$ cat src/rtl/input_loader.sv
// Input loader: writes a valid/ready byte stream into the matcher's input region,
// appends the 0x00 terminator and pulses cs. Optional macro: LOADER_CASE_FOLD_EN.
module input_loader #(
    parameter int ADDR_WIDTH = 4,
    parameter int DATA_WIDTH = 8
) (
    input  logic                  clk,
    input  logic                  rst,
    input  logic                  load_en,
    input  logic [ADDR_WIDTH-1:0] input_start_addr,
    input  logic [ADDR_WIDTH-1:0] input_end_addr,
    input  logic                  s_valid,
    input  logic [DATA_WIDTH-1:0] s_data,
    input  logic                  s_last,
    output logic                  s_ready,
    output logic                  mem_we,
    output logic [ADDR_WIDTH-1:0] mem_addr,
    output logic [DATA_WIDTH-1:0] mem_wdata,
    output logic                  cs,
    output logic [ADDR_WIDTH-1:0] word_len,
    output logic                  err,
    output logic [1:0]            err_cause,
    output logic [2:0]            state_dbg
);

    // Stream handshake: a byte transfers on a rising edge where s_valid && s_ready.
    typedef enum logic [2:0] {
        S_IDLE  = 3'd0,
        S_LOAD  = 3'd1,
        S_TERM  = 3'd2,
        S_START = 3'd3,
        S_DONE  = 3'd4,
        S_ERR   = 3'd5
    } state_t;

    state_t                state, state_d;
    logic [ADDR_WIDTH-1:0] start_q, end_q, wr_ptr, count;
    logic [ADDR_WIDTH-1:0] capacity;
    logic [DATA_WIDTH-1:0] in_byte;
    logic                  data_wr, term_wr;
    logic [1:0]            err_set;

    // The last slot of the region is always kept free for the terminator.
    assign capacity  = end_q - start_q;
    assign state_dbg = state;

    always_comb begin
        in_byte = s_data;
`ifdef LOADER_CASE_FOLD_EN
        if (DATA_WIDTH == 8 && s_data >= DATA_WIDTH'(8'h41) && s_data <= DATA_WIDTH'(8'h5A))
            in_byte = s_data + DATA_WIDTH'(8'h20);
`endif
    end

    always_comb begin
        state_d = state;
        s_ready = 1'b0;
        data_wr = 1'b0;
        term_wr = 1'b0;
        err_set = 2'b00;
        case (state)
            S_IDLE: begin
                if (load_en) state_d = S_LOAD;
            end
            S_LOAD: begin
                s_ready = (count < capacity);
                if (s_valid && s_ready) begin
                    if (in_byte == '0) begin
                        err_set = 2'b10;
                        state_d = S_ERR;
                    end else begin
                        data_wr = 1'b1;
                        if (s_last) state_d = S_TERM;
                    end
                end else if (s_valid) begin
                    err_set = 2'b01;
                    state_d = S_ERR;
                end
            end
            S_TERM: begin
                term_wr = 1'b1;
                state_d = S_START;
            end
            S_START: state_d = S_DONE;
            S_DONE: begin
                if (!load_en) state_d = S_IDLE;
            end
            S_ERR: begin
                if (!load_en) state_d = S_IDLE;
            end
            default: state_d = S_IDLE;
        endcase
    end

    always_ff @(posedge clk) begin
        if (rst) begin
            state     <= S_IDLE;
            start_q   <= '0;
            end_q     <= '0;
            wr_ptr    <= '0;
            count     <= '0;
            mem_we    <= 1'b0;
            mem_addr  <= '0;
            mem_wdata <= '0;
            cs        <= 1'b0;
            word_len  <= '0;
            err       <= 1'b0;
            err_cause <= 2'b00;
        end else begin
            state  <= state_d;
            mem_we <= data_wr | term_wr;
            cs     <= (state == S_TERM);
            err    <= (state_d == S_ERR);
            if (state == S_IDLE && load_en) begin
                start_q <= input_start_addr;
                end_q   <= input_end_addr;
                wr_ptr  <= input_start_addr;
                count   <= '0;
            end
            if (data_wr) begin
                mem_addr  <= wr_ptr;
                mem_wdata <= in_byte;
                wr_ptr    <= wr_ptr + 1'b1;
                count     <= count + 1'b1;
            end
            if (term_wr) begin
                mem_addr  <= wr_ptr;
                mem_wdata <= '0;
                word_len  <= count;
            end
            if (err_set != 2'b00)
                err_cause <= err_set;
            else if (state == S_ERR && !load_en)
                err_cause <= 2'b00;
        end
    end

endmodule

$ cat config.mk
export PLATFORM = sky130hd
export DESIGN_NAME = input_loader
export DESIGN_NICKNAME = d
export VERILOG_FILES = /design/src/rtl/input_loader.sv
export SDC_FILE = /design/constraint.sdc
export NUM_CORES = 1
export LEC_CHECK = 0
export ABC_AREA = 1
export BUFFER_PORTS_ARGS = -buffer_cell sky130_fd_sc_hd__buf_4
export CAP_MARGIN = 20
export CORE_AREA = 2 2 66 68
export CTS_CLUSTER_DIAMETER = 30
export CTS_CLUSTER_SIZE = 10
export DETAILED_ROUTE_END_ITERATION = 10
export DIE_AREA = 0 0 68 70
export HOLD_SLACK_MARGIN = 0.1
export PLACE_DENSITY = 0.73
export SETUP_SLACK_MARGIN = 0.02
export SYNTH_ARGS = -nofsm -noshare
export SYNTH_HDL_FRONTEND = slang
export SYNTH_SLANG_ARGS = --single-unit
$ cat constraint.sdc
create_clock -name clk -period 2.5 [get_ports clk]
set_input_delay 0.75 -clock clk [delete_from_list [all_inputs] [get_ports clk]]
set_output_delay 0.75 -clock clk [all_outputs]
set_load 0.03 [all_outputs]
# Yosys cells after proc, flatten, opt, wreduce, memory -nomap -nowiden
# Cells that the tools add are included.
word_totals:
  register_bits: 40
  inputBits: 21
  out_inout_bits: 25
  word_cells: 59
classes:
  addsub: 3
  magnitude_cmp: 1
  eq_ne: 6
  muxes: 24
  bitwise: 1
  reduce_logical: 12
ops:
  columns: ["cell", "count"]
  rows:
  - ["2-to-1 mux 4 bit", 6]
  - ["2-to-1 mux 3 bit", 6]
  - ["one-hot mux 3 bit (5 select lines)", 1]
  - ["2-to-1 mux 2 bit", 5]
  - ["equality test 3 bit, second input constant", 3]
  - ["adder 4 x 1 -> 4 bit, second input constant", 2]
  - ["zero test 8 bit", 1]
  - ["nonzero test 2 bit", 4]
  - ["equality test 3 x 2 -> 1 bit, second input constant", 2]
  - ["2-to-1 mux 1 bit", 6]
  - ["less-than comparator 4 bit", 1]
  - ["OR reduction 2 bit", 2]
  - ["subtractor 4 bit", 1]
  - ["equality test 3 x 1 -> 1 bit, second input constant", 1]
  - ["logical AND 1 bit", 3]
  - ["zero test 3 bit", 1]
  - ["zero test 1 bit", 1]
  - ["OR 1 bit", 1]

# Depth between registers and ports, before layout
logic_depth:
  ltp_word: 7
  mapped_depth: 16
  depth_no_buf: 16

# Worst setup path after synthesis
# Ideal clock, no wire load.
synth_path:
  path_type: "register to output"
  startpoint: "register start_q[2]"
  endpoint: "output s_ready"
  arrival_ps: 2065
  required_time_ps: 1750
  path_slack_ps: -315
  stages_incl_launch_ff: 10
  n_path_buf: 0
  cell_sequence: "dfxtp_1 -> inv_1 -> ha_1 -> a21oi_1 -> nand2_1 -> xnor2_1 -> ha_1 -> a21oi_1 -> nand2_1 -> nor2_1"
synth_between:
  elab_chain_len: 3
synth_rtl:
  columns: ["element", "line_no", "text"]
  rows:
  - ["start: declaration", "37", "logic [ADDR_WIDTH-1:0] start_q, end_q, wr_ptr, count;"]
  - ["start signal: assignment", "115", "start_q <= input_start_addr;"]
  - ["subtractor 4 bit", "44", "assign capacity = end_q - start_q;"]
  - ["less-than comparator 4 bit", "66", "s_ready = (count < capacity);"]
  - ["2-to-1 mux 1 bit", "61", "case (state)"]
  - ["end: declaration", "15", "output logic s_ready,"]
# No other way between the ends.

# Final worst setup path
layout_path:
  startpoint: "register end_q[0]"
  endpoint: "output s_ready"
layout_between:
  elab_chain_len: 3
layout_rtl:
  columns: ["element", "line_no", "text"]
  rows:
  - ["start: declaration", "37", null]
  - ["start signal: assignment", "116", "end_q <= input_end_addr;"]
  - ["subtractor 4 bit", "44", null]
  - ["less-than comparator 4 bit", "66", null]
  - ["2-to-1 mux 1 bit", "61", null]
# No other way between the ends.

==> results.txt <==
Wire per inst: 11.7 um
Final Wtd Congestion: 0.820
Die Y: 70 um
Final hold vios: 0
Finished Layout Cells: 357
CP Capture Type: primary output
Die width: 68 um
Synthesized Nets: 273
# H-tree levels: 2
Met1 usage: 23.8%
Ys Warns: 0
Min Tclk post-route: 2.87 ns
Slowest stage delay, CP: 0.47 ns
CTS tree: done
First-pass GRT wire length: 6.69 mm
GRT busiest layer: met2
Signal arrival time at the worst endpoint: 2.12 ns
Via density: 4.96
CTS Sinks: 40
TritonCTS buffer count: 5
Hold WS: 0.463 ns
CP max-delay cell: fa_1
Filler cells: 383
Vias in the first global route: 1544
Share of post-route cells with drive strength above 1: 31.8%
Main synth FF type: dfxtp_1
Drt pass-1 iters: 4
Layout area overhead: 36.5%
Max Freq: 0.348 GHz
Worst Path Class, Setup: flop to primary output
DRC viols: 0
Failing checks: negative setup slack
Root Driver: clkbuf_8
Cell breakdown of the critical path: inv_2 > ha_4 > inv_2 > fa_1 > inv_1 > ha_1 > o21ai_1 > nand2_1 > nand2_2 > nand2_2 > nor2_4 > buf_6
Pin count of the biggest net entering global routing: 16
Leakage: 0.00113 uW
Met3 Track Usage GR: 3.86%
Ratio of final minimum period to clock period: 115%
DR iter-0 viols: 64
Max VDD drop: 0.000381 V
Total negative slack: -0.369 ns
Post-synthesis cell count: 243
Clk_skew: 0.00559 ns
Max Root-Sink Buffers: 2
Slew HR: 78.4%
Antenna violations before repair: 0
Storage element area: 803 um^2
Status: finished, violations left
Post-DRT Antenna Nets: 0
Avg Cell Area, Syn: 7.58 um^2
Setup WS post-layout: -0.369 ns
Setup-failing EPs final: 1
Final WL: 4.18 mm
Post-placement cell count: 343
GRT Util Overall: 18.2%
PwrDens: 716 nW/um^2
Worst slew pin tran: 0.323 ns
Multi-input gate area: 978 um^2
Fin nets: 334
Synth Register Bits: 40
Hold WC Path Type: flop to flop
Startpoint Class: flop
Clk Latency, worst-skew pair: 0.29 ns
Row Count: 24
Sequential share of the synthesized area: 43.4%
Ys async rst share: 0%
Number of buffers and inverters on the critical path: 4
Post-DP HPWL: 3.05 mm
CORE AREA: 4140 um^2
Initial Util: 44.5%
IO Pins: 46
Ant diodes: 0
Clock-pin slew on the worst setup and hold paths: 0.08 ns
Worst EP required: 1.75 ns
CTS Hold Bufs: 0
Via count: 1769
Yosys cell types: 28
DIE AREA: 4760 um^2
Critical path's top delay family: adder cells
Overflow after GRT: 0
RSZ-0062 raised after global routing: yes
GRT met2 Usage: 29.3%
Crit-path max FO: 2
Mapped Area: 1840 um^2
Max-cap violation count: 0
PortBufs: 45
Final-report max-slew violation count: 0
Post-synth EDFFs: 0
## layer usage
layer,routed length [um],share of wire [%]
met2,2040,49
met1,1910,46
met3,174,4.2
met5,0,0
met4,63,1.5
## synthesized netlist by cell type (all sizes together) (3+ instances only)
master / n / area, um^2
nand2: 53 / 201
dfxtp: 40 / 801
nor2: 40 / 168
inv: 26 / 97.6
a21oi: 21 / 105
o21ai: 16 / 80.1
nand3: 13 / 65.1
ha: 8 / 100
nand4: 6 / 58.8
buf: 4 / 38.8
xnor2: 3 / 26.3
xor2: 3 / 26.3
## power breakdown
group          internal, uW  switching (uW)  leakage, uW
sequential              693            40.2     0.000327
combinational           230             326     0.000749
clock                   296             215    0.0000552
## final timing paths
kind	end	slack, ns	start	cells past startpoint
worst min register to register	mem_wdata[0]	0.46	mem_wdata[0]	2
worst max-delay path	s_ready	-0.37	end_q[0]	12
worst max register to register	wr_ptr[3]	0.20	end_q[0]	15
worst min-delay path	mem_wdata[0]	0.46	mem_wdata[0]	2
## cell usage in the layout, fill, tap and decap left out, types with 2 or more instances in the layout
master	count
dfxtp_2	2
nand2_2	3
nor2_1	35
xnor2_1	3
a21oi_1	19
dfxtp_1	38
nand2_1	49
clkinv_2	2
nand4_4	2
inv_2	7
ha_1	6
clkbuf_8	5
o21ai_1	4
nand4_1	4
a21oi_2	2
ha_4	2
xor2_1	3
inv_1	18
nand3_1	12
buf_6	3
o21ai_0	11
nor2_4	3
buf_4	55
nor2_2	2
a31oi_1	2
## per-stage QoR
stage	util (%)	cell area [um^2]	worst slack, ns	total power [uW]
3_3_place_gp	55.4	2300	-0.0961	1240
2_1_floorplan	-	1870	-0.0363	1080
3_5_place_dp	55.4	2300	-0.118	1250
6_report	60.7	2510	-0.369	1800
5_1_grt	60.7	2510	-0.496	1900
4_1_cts	58.1	2410	-0.410	1760
## cell families (layout without fill, tap and decap cells)
logic type,Yosys count,after routing,synth area share [%]
xor+xnor,6,6,2.85
simple gates,115,116,27.9
fa+ha+maj,9,9,6.52
flops,40,40,43.4
buf+inv,33,94,8.08
compound gates,40,40,11.2
## worst reg2reg max path, cell delays in order (launching register included)
cell,delay [ns]
dfxtp_2,0.32
inv_2,0.06
ha_4,0.12
inv_2,0.04
fa_1,0.47
inv_1,0.04
ha_1,0.25
o21ai_1,0.07
nand2_1,0.08
nand2_2,0.08
buf_4,0.13
nand4_4,0.15
buf_4,0.18
nand2_1,0.07
nand2_1,0.06
a21oi_1,0.11
## state kept, by name, indices dropped and copies added (netlist names), 2 cells and up
signal,cells
count,4
state_dbg,3
mem_wdata,8
start_q,4
err_cause,2
word_len,4
mem_addr,4
wr_ptr,4
end_q,4
## timing repair
item / CTS / global route
gates resized for setup: 2 / 20
buffers inserted: 0 / 4
setup endpoints to repair: 1 / 23
gates cloned: 0 / 2
endpoints found under the hold margin: 0 / 0
pin swaps: 3 / 1
## layout make-up
type / instances / area share [%]
repair inverters: 1 / 0.249
well taps: 52 / 2.59
clock buffers: 6 / 2.89
clock inverters: 2 / 1.39
repair buffers: 58 / 17.8
multi-input cells: 171 / 38.9
flip-flops and latches: 40 / 31.9
inverters: 27 / 4.28
(Power assumes the default switching activity.)
